$ cat config.mk
export PLATFORM = sky130hd
export DESIGN_NAME = axi_lite_ls_master
export DESIGN_NICKNAME = d
export VERILOG_FILES = /design/src/rtl/axi_lite_ls_master.sv
export SDC_FILE = /design/constraint.sdc
export NUM_CORES = 1
export LEC_CHECK = 0
export BUFFER_PORTS_ARGS = -buffer_cell sky130_fd_sc_hd__buf_2
export CAP_MARGIN = 30
export CORE_ASPECT_RATIO = 2
export CORE_UTILIZATION = 54
export CTS_BUF_LIST = sky130_fd_sc_hd__clkbuf_4
export DETAILED_ROUTE_END_ITERATION = 12
export PLACE_DENSITY_LB_ADDON = 0.12
export SETUP_SLACK_MARGIN = 0.2
export SYNTH_ARGS = -nofsm -noshare
export SYNTH_HDL_FRONTEND = slang
export SYNTH_SLANG_ARGS = --single-unit
$ cat constraint.sdc
create_clock -name clk_i -period 9.46 [get_ports clk_i]
set_input_delay 1.892 -clock clk_i [delete_from_list [all_inputs] [get_ports clk_i]]
set_output_delay 1.892 -clock clk_i [all_outputs]
set_load 0.01 [all_outputs]
$ cat src/rtl/axi_lite_ls_master.sv
// AXI4-Lite master for the core's external load/store requests: it stalls the pipeline
// while busy, then returns extended load data and the writeback register in a one-cycle DONE.
module axi_lite_ls_master #(
    parameter int AXI_ADDR_WIDTH = 32
) (
    input  logic                      clk_i,
    input  logic                      rst_i,
    input  logic                      init_i,
    input  logic [31:0]               addr_i,
    input  logic [31:0]               data_w_i,
    input  logic                      we_i,
    input  logic [2:0]                funct3_i,
    input  logic [4:0]                rd_addr_i,
    output logic                      stall_o,
    output logic                      err_o,
    output logic [31:0]               rdata_o,
    output logic                      rd_we_o,
    output logic [4:0]                rd_addr_o,
    output logic [AXI_ADDR_WIDTH-1:0] m_axi_awaddr,
    output logic                      m_axi_awvalid,
    input  logic                      m_axi_awready,
    output logic [31:0]               m_axi_wdata,
    output logic [3:0]                m_axi_wstrb,
    output logic                      m_axi_wvalid,
    input  logic                      m_axi_wready,
    input  logic [1:0]                m_axi_bresp,
    input  logic                      m_axi_bvalid,
    output logic                      m_axi_bready,
    output logic [AXI_ADDR_WIDTH-1:0] m_axi_araddr,
    output logic                      m_axi_arvalid,
    input  logic                      m_axi_arready,
    input  logic [31:0]               m_axi_rdata,
    input  logic [1:0]                m_axi_rresp,
    input  logic                      m_axi_rvalid,
    output logic                      m_axi_rready
);

    typedef enum logic [2:0] {
        S_IDLE, S_WADDR_DATA, S_WRESP, S_RADDR, S_RDATA, S_DONE
    } state_t;

    state_t      state_q, state_d;
    logic [31:0] addr_q, data_q, rdata_raw_q;
    logic [2:0]  funct3_q;
    logic [4:0]  rd_addr_q;
    logic        we_q, aw_done_q, w_done_q, err_q, misalign_q;
    logic        misalign_req, accept;
    logic [AXI_ADDR_WIDTH-1:0] axi_addr;
    logic [31:0] load_shifted, load_ext;
    logic        done;

    assign accept = (state_q == S_IDLE) && init_i;

    // Unsupported width codes take the same no-traffic error path as misaligned accesses.
    always_comb begin
        misalign_req = 1'b0;
        case (funct3_i[1:0])
            2'b01:   misalign_req = addr_i[0];
            2'b10:   misalign_req = (addr_i[1:0] != 2'b00) || (!we_i && funct3_i[2]);
            2'b11:   misalign_req = 1'b1;
            default: misalign_req = 1'b0;
        endcase
    end

    generate
        if (AXI_ADDR_WIDTH <= 32) begin : g_addr_trunc
            assign axi_addr = addr_q[AXI_ADDR_WIDTH-1:0];
        end else begin : g_addr_pad
            assign axi_addr = {{(AXI_ADDR_WIDTH-32){1'b0}}, addr_q};
        end
    endgenerate

    always_ff @(posedge clk_i or posedge rst_i) begin
        if (rst_i) state_q <= S_IDLE;
        else       state_q <= state_d;
    end

    always_comb begin
        state_d = state_q;
        case (state_q)
            S_IDLE: begin
                if (init_i) begin
                    if (misalign_req) state_d = S_DONE;
                    else if (we_i)    state_d = S_WADDR_DATA;
                    else              state_d = S_RADDR;
                end
            end
            S_WADDR_DATA: begin
                if ((aw_done_q || (m_axi_awvalid && m_axi_awready)) &&
                    (w_done_q  || (m_axi_wvalid  && m_axi_wready)))
                    state_d = S_WRESP;
            end
            S_WRESP:  if (m_axi_bvalid)  state_d = S_DONE;
            S_RADDR:  if (m_axi_arready) state_d = S_RDATA;
            S_RDATA:  if (m_axi_rvalid)  state_d = S_DONE;
            S_DONE:   state_d = S_IDLE;
            default:  state_d = S_IDLE;
        endcase
    end

    always_ff @(posedge clk_i or posedge rst_i) begin
        if (rst_i) begin
            addr_q      <= '0;
            data_q      <= '0;
            we_q        <= 1'b0;
            funct3_q    <= '0;
            rd_addr_q   <= '0;
            aw_done_q   <= 1'b0;
            w_done_q    <= 1'b0;
            err_q       <= 1'b0;
            misalign_q  <= 1'b0;
            rdata_raw_q <= '0;
        end else begin
            if (accept) begin
                addr_q     <= addr_i;
                data_q     <= data_w_i;
                we_q       <= we_i;
                funct3_q   <= funct3_i;
                rd_addr_q  <= rd_addr_i;
                aw_done_q  <= 1'b0;
                w_done_q   <= 1'b0;
                err_q      <= 1'b0;
                misalign_q <= misalign_req;
            end
            if (m_axi_awvalid && m_axi_awready) aw_done_q <= 1'b1;
            if (m_axi_wvalid && m_axi_wready)   w_done_q  <= 1'b1;
            if (m_axi_bready && m_axi_bvalid)   err_q     <= (m_axi_bresp != 2'b00);
            if (m_axi_rready && m_axi_rvalid) begin
                rdata_raw_q <= m_axi_rdata;
                err_q       <= (m_axi_rresp != 2'b00);
            end
        end
    end

    // Aligned halves have addr[0]=0, so a byte-granular shift selects byte and half lanes alike.
    assign load_shifted = rdata_raw_q >> {addr_q[1:0], 3'b000};

    always_comb begin
        load_ext = '0;
        case (funct3_q)
            3'b000:  load_ext = {{24{load_shifted[7]}}, load_shifted[7:0]};
            3'b001:  load_ext = {{16{load_shifted[15]}}, load_shifted[15:0]};
            3'b010:  load_ext = rdata_raw_q;
            3'b100:  load_ext = {24'd0, load_shifted[7:0]};
            3'b101:  load_ext = {16'd0, load_shifted[15:0]};
            default: load_ext = '0;
        endcase
    end

    always_comb begin
        done          = (state_q == S_DONE);
        stall_o       = !rst_i && (accept || ((state_q != S_IDLE) && !done));
        m_axi_awvalid = (state_q == S_WADDR_DATA) && !aw_done_q;
        m_axi_wvalid  = (state_q == S_WADDR_DATA) && !w_done_q;
        m_axi_bready  = (state_q == S_WRESP);
        m_axi_arvalid = (state_q == S_RADDR);
        m_axi_rready  = (state_q == S_RDATA);
        m_axi_awaddr  = m_axi_awvalid ? axi_addr : '0;
        m_axi_araddr  = m_axi_arvalid ? axi_addr : '0;
        m_axi_wstrb   = 4'b0000;
        m_axi_wdata   = '0;
        if (m_axi_wvalid) begin
            case (funct3_q[1:0])
                2'b00: begin
                    m_axi_wstrb = 4'b0001 << addr_q[1:0];
                    m_axi_wdata = {4{data_q[7:0]}};
                end
                2'b01: begin
                    m_axi_wstrb = 4'b0011 << {addr_q[1], 1'b0};
                    m_axi_wdata = {2{data_q[15:0]}};
                end
                default: begin
                    m_axi_wstrb = 4'b1111;
                    m_axi_wdata = data_q;
                end
            endcase
        end
        rd_we_o   = done && !we_q && !misalign_q && !err_q;
        err_o     = done && (err_q || misalign_q);
        rdata_o   = rd_we_o ? load_ext : '0;
        rd_addr_o = rd_we_o ? rd_addr_q : '0;
    end

endmodule

==> After elaboration in Yosys (flattened, before gate mapping) <==
Cells that the tools add are included.
{ "word_totals": {"ff_bits": 112, "output_inout_bits": 145} }
{ "op_classes": {"eq_ne": 18, "shift": 3, "muxes": 23, "n_reduce_logical": 39} }
{ "ops": {"columns": ["cell", "n"], "rows": [
  ["case mux 32 bit (5 select lines)", 1],
  ["two-way mux 32 bit", 4],
  ["case mux 32 bit (2 select lines)", 1],
  ["right shift 32 x 5 -> 16 bit", 1],
  ["two-way mux 3 bit", 6],
  ["logical AND 1 bit", 15],
  ["case mux 3 bit (5 select lines)", 1],
  ["equality test 3 bit (second input constant)", 4],
  ["nonzero test 2 bit", 5],
  ["equality test 3 x 2 -> 1 bit (second input constant)", 3],
  ["logical NOT 1 bit", 8],
  ["inequality test 2 bit (second input constant)", 4],
  ["case mux 4 bit (2 select lines)", 1],
  ["equality test 3 x 1 -> 1 bit (second input constant)", 2],
  ["logical NOT 3 bit", 2],
  ["nonzero test 3 bit", 2],
  ["logical OR 1 bit", 5],
  ["two-way mux 1 bit", 5],
  ["two-way mux 5 bit", 1],
  ["AND reduction 5 bit", 1],
  ["equality test 2 x 1 -> 1 bit (second input constant)", 2],
  ["equality test 2 bit (second input constant)", 2],
  ["two-way mux 4 bit", 1],
  ["<< shifter 1 x 2 -> 4 bit (first input constant)", 1],
  ["other kinds (5)", 5]
]} }

==> Logic depth before layout (Yosys ltp) <==
{ "logic_depth": {"ltp_word": 7, "mapped_depth": 8, "ltp_nobuf": 5} }

==> Least setup slack after synthesis <==
Ideal clock, no wire load.
{ "synth_path": {"kind": "input to output", "from": "input init_i", "to": "output stall_o", "arrival_time_ps": 2235, "setup_slack_ps": 5333, "path_stages": 4, "n_path_buf": 0, "cell_sequence": "nor3_1 a21oi_1 nor2_1 nor2_1"} }
{ "synth_between": {"elab_chain_cells": 3} }
{ "synth_lines": {"columns": ["item", "line", "text"], "rows": [
  ["start: declaration", "8", "input logic init_i,"],
  ["logical AND 1 bit", "52", "assign accept = (state_q == S_IDLE) && init_i;"],
  ["logical OR 1 bit", "152", "stall_o = !rst_i && (accept || ((state_q != S_IDLE) && !done));"],
  ["logical AND 1 bit", "152", null],
  ["end: declaration", "14", "output logic stall_o,"]
]} }
Every way passes these cells.

==> Worst setup path in the final report <==
{ "layout_path": {"from": "register funct3_q[0]", "to": "output rdata_o[9]"} }
{ "layout_between": {"elab_chain_cells": 3, "elab_cells_between_ends": 7, "classes_between": "eq/ne: 4; mux: 2; reduce/logical: 1"} }
{ "layout_lines": {"columns": ["item", "line", "text"], "rows": [
  ["start: declaration", "44", "logic [2:0] funct3_q;"],
  ["start signal: assignment", "118", "funct3_q <= funct3_i;"],
  ["equality test 3 bit (tied with other cells)", "140", "case (funct3_q)"],
  ["case mux 32 bit (5 select lines) (*)", "140", null],
  ["two-way mux 32 bit (*)", "180", "rdata_o = rd_we_o ? load_ext : '0;"],
  ["end: declaration", "16", "output logic [31:0] rdata_o,"]
]} }
Every way passes the cells marked *; elsewhere a longest branch is shown, timed or not.

==> Implementation_results.wiki <==
{| class="wikitable"
! Metric !! Value
|-
| Top post-synthesis cells by area || sky130_fd_sc_hd__dfrtp_1 45%, sky130_fd_sc_hd__mux2_2 20%, sky130_fd_sc_hd__and2_1 7.6%, sky130_fd_sc_hd__mux2i_1 3.4%, sky130_fd_sc_hd__a21oi_1 3.0%
|-
| Io pins || 262
|-
| Clock power frac || 0.115
|-
| Worst slack at placement || 5067 ps
|-
| PwrDens || 306.3 nW/um^2
|-
| Comb power frac || 0.458
|-
| Clock root cell || sky130_fd_sc_hd__clkbuf_4
|-
| Startpoint Class || register
|-
| Area growth syn-to-layout || 24.35%
|-
| Net switching component of the power || 0.9598 mW
|-
| Non-filler cells, final || 970
|-
| Seq/Total Area, Yosys || 0.4501
|-
| Number of enable flip-flop cells after synthesis || 0
|-
| Routed length per instance || 17.67 microns
|-
| Warnings, synthesis || 0
|-
| Final GP Congestion || 0.8775
|-
| Final setup violation count || 0
|-
| Quantity of I/O buffers inserted on ports || 261
|-
| Summed negative setup slack over all endpoints || 0 ps
|-
| Post-cts gate resize count || 0
|-
| Worst min path class || register to register
|-
| Full die area || 11990 sq um
|-
| Largest net degree at the start of global routing || 60
|-
| Vias per cell || 5.541
|-
| Maximum clock path buffer count || 2
|-
| Outcome || finished, final reports clean
|-
| Clock network latency to the later pin of the worst-skew pair || 470 ps
|-
| Setup slack after layout || 4629 ps
|-
| Post-synthesis cell count || 587
|-
| Net Sw Frac || 0.4047
|-
| Worst-margin pin slew || 934.5 ps
|-
| Flops & latches, synth || 112
|-
| Biggest fanout along the worst timing path || 21
|-
| Number of remaining DRC errors || 0
|-
| Number of cell rows || 55
|-
| Post-Syn Area || 6227 sq um
|-
| Clock Skew || 17.30 ps
|-
| Share of post-route cells with drive strength above 1 || 0.5036
|-
| Postcts setup bufs || 0
|-
| Most common cell after layout, fill and taps aside || sky130_fd_sc_hd__buf_2
|-
| Sequential group share of total power || 0.427
|-
| Clock tree from TritonCTS || done
|-
| Peak supply drop || 0.0001554 V
|-
| Final max-slew violation count || 0
|-
| Internal cell power || 1.412 mW
|-
| Total global routing track utilization || 0.2921
|-
| Overall overflow remaining after global route || 0
|-
| Count of endpoints failing hold in the final timing report || 0
|-
| Post-detail-place hpwl || 12970 microns
|-
| Die boundary height || 153.9 microns
|-
| Share of the synthesized area in the top cell type || 0.4501
|-
| Wirelength, routed || 17140 microns
|-
| Library cell occupying the most area in the post-synthesis netlist || sky130_fd_sc_hd__dfrtp_1
|-
| Count of cell types in the netlist || 46
|-
| Leading cell types in the layout, fill and taps excluded || 261 x sky130_fd_sc_hd__buf_2, 113 x sky130_fd_sc_hd__mux2_2, 111 x sky130_fd_sc_hd__dfrtp_1
|-
| Number of violations reported at the end of detailed-routing iteration 0 || 218
|-
| Chip width || 77.94 microns
|-
| Vias || 5375
|-
| Most instantiated flip-flop cell in the synthesis netlist || sky130_fd_sc_hd__dfrtp_1
|-
| Post-Syn Nets || 704
|-
| Required time at the worst-slack endpoint || 7570 ps
|-
| Fraction of the cycle the final worst path needs || 0.5107
|-
| Number of buffers inserted by hold repair at cts || 0
|-
| Worst EP arrival || 2940 ps
|-
| R2r setup slk || 6980 ps
|-
| Vias in the first global route || 5604
|-
| Fraction of registers with async set or reset after synthesis || 1.000
|-
| Pleak || 4.076 nW
|-
| Final critical path time including I/O delays and setup || 4831 ps
|-
| First-pass GRT wire length || 27090 microns
|-
| Core region area || 11290 sq um
|-
| Avg Cell Area, Syn || 10.61 sq um
|-
| Critical path start-end classification || register to primary output
|-
| Register clock-pin slew on the reported worst setup and hold paths || 170 ps
|-
| Setup repair after global routing missed its margin || no
|-
| Inserted Clock Buffers || 9
|-
| Number of iterations in the first detailed-routing pass || 4
|-
| Cells after DPL || 951
|-
| # clock sinks || 112
|-
| Antenna-violating nets left || 0
|-
| Relative max-transition margin || 0.3770
|-
| Starting density of the core || 0.5518
|-
| Number of max-capacitance violations reported || 0
|-
| Final net count || 938
|-
| Fmax achieved || 0.2070 GHz
|-
| Type of destination of the critical path || primary output
|-
| Initial antenna violation count || 2
|-
| CTS H-tree lvls || 3
|}
-- Yosys cell counts (7+ instances only) --
cell type / instances
sky130_fd_sc_hd__mux2_2: 113
sky130_fd_sc_hd__dfrtp_1: 112
sky130_fd_sc_hd__and2_1: 76
sky130_fd_sc_hd__nor2_1: 46
sky130_fd_sc_hd__nand2_1: 39
sky130_fd_sc_hd__a21oi_1: 37
sky130_fd_sc_hd__mux2i_1: 21
sky130_fd_sc_hd__clkbuf_1: 18
sky130_fd_sc_hd__a21o_1: 16
sky130_fd_sc_hd__buf_2: 16
sky130_fd_sc_hd__a22oi_1: 14
sky130_fd_sc_hd__or2_2: 8
sky130_fd_sc_hd__o2bb2ai_1: 7
-- metrics by stage --
stage                     hold WS, ps  power [mW]  cell area [sq um]  utilization
after CTS                       519.5       2.378               7724       0.6844
after global placement          466.2       2.041               7513       0.6657
after floorplan                 450.8       1.750               6227            -
final                           515.5       2.372               7744       0.6861
after detailed placement        488.1       2.104               7556       0.6695
after global routing            539.4       2.539               7744       0.6861
-- sequential cells by signal, summed over array words and instances (netlist names) --
| signal | count |
|---|---|
| addr_q | 32 |
| aw_done_q | 1 |
| data_q | 32 |
| err_q | 1 |
| funct3_q | 3 |
| misalign_q | 1 |
| rd_addr_q | 5 |
| rdata_raw_q | 32 |
| state_q | 3 |
| w_done_q | 1 |
| we_q | 1 |
-- power by group through the flow --
stage                     logic (mW)  registers (mW)  clock network [mW]
after CTS                       1.09            1.01               0.281
final                           1.09            1.01               0.274
after detailed placement        1.08            1.02                   0
after floorplan                0.897           0.853                   0
after global routing            1.19            1.05               0.299
after global placement          1.04            1.00                   0
-- final timing paths --
path | start | end | cells after the start
setup / recovery | funct3_q[0] | rdata_o[9] | 5
hold / removal | rd_addr_q[4] | rd_addr_q[4] | 1
setup reg to reg | state_q[0] | addr_q[30] | 5
hold reg to reg | rd_addr_q[4] | rd_addr_q[4] | 1
max in group asynchronous | rst_i | data_q[3] | 3
min in group asynchronous | rst_i | addr_q[2] | 2
-- logic make-up after synthesis --
family	Yosys count	synth area share
flops	112	0.4501
compound gates	95	0.1007
mux	135	0.2417
simple gates	194	0.1644
buf+inv	51	0.04320
-- routing by layer --
layer,share of wire,vias to the layer above,GRT usage
li1,-,2501,-
met1,0.35,2597,0.3032
met2,0.54,234,0.5343
met3,0.063,43,0.05875
met4,0.047,0,0.1658
met5,0,-,0
-- final cells by class --
| class | instances | area (sq um) |
|---|---|---|
| Fill cell | 930 | 3542 |
| Clock inverter | 7 | 100.1 |
| Timing Repair Buffer | 268 | 1394 |
| Clock buffer | 9 | 67.56 |
| Inverter | 6 | 37.54 |
| Tap cell | 142 | 177.7 |
| Antenna cell | 2 | 5.005 |
| Multi-Input combinational cell | 424 | 3158 |
| Sequential cell | 112 | 2804 |
-- worst max-delay path, cell delays in order, from the launching register on --
cell and delay (ps):
sky130_fd_sc_hd__dfrtp_1 960, sky130_fd_sc_hd__nand2b_1 180, sky130_fd_sc_hd__o31ai_1 780, sky130_fd_sc_hd__a22oi_1 210, sky130_fd_sc_hd__a21oi_1 210, sky130_fd_sc_hd__buf_2 150
(Power assumes the default switching activity.)
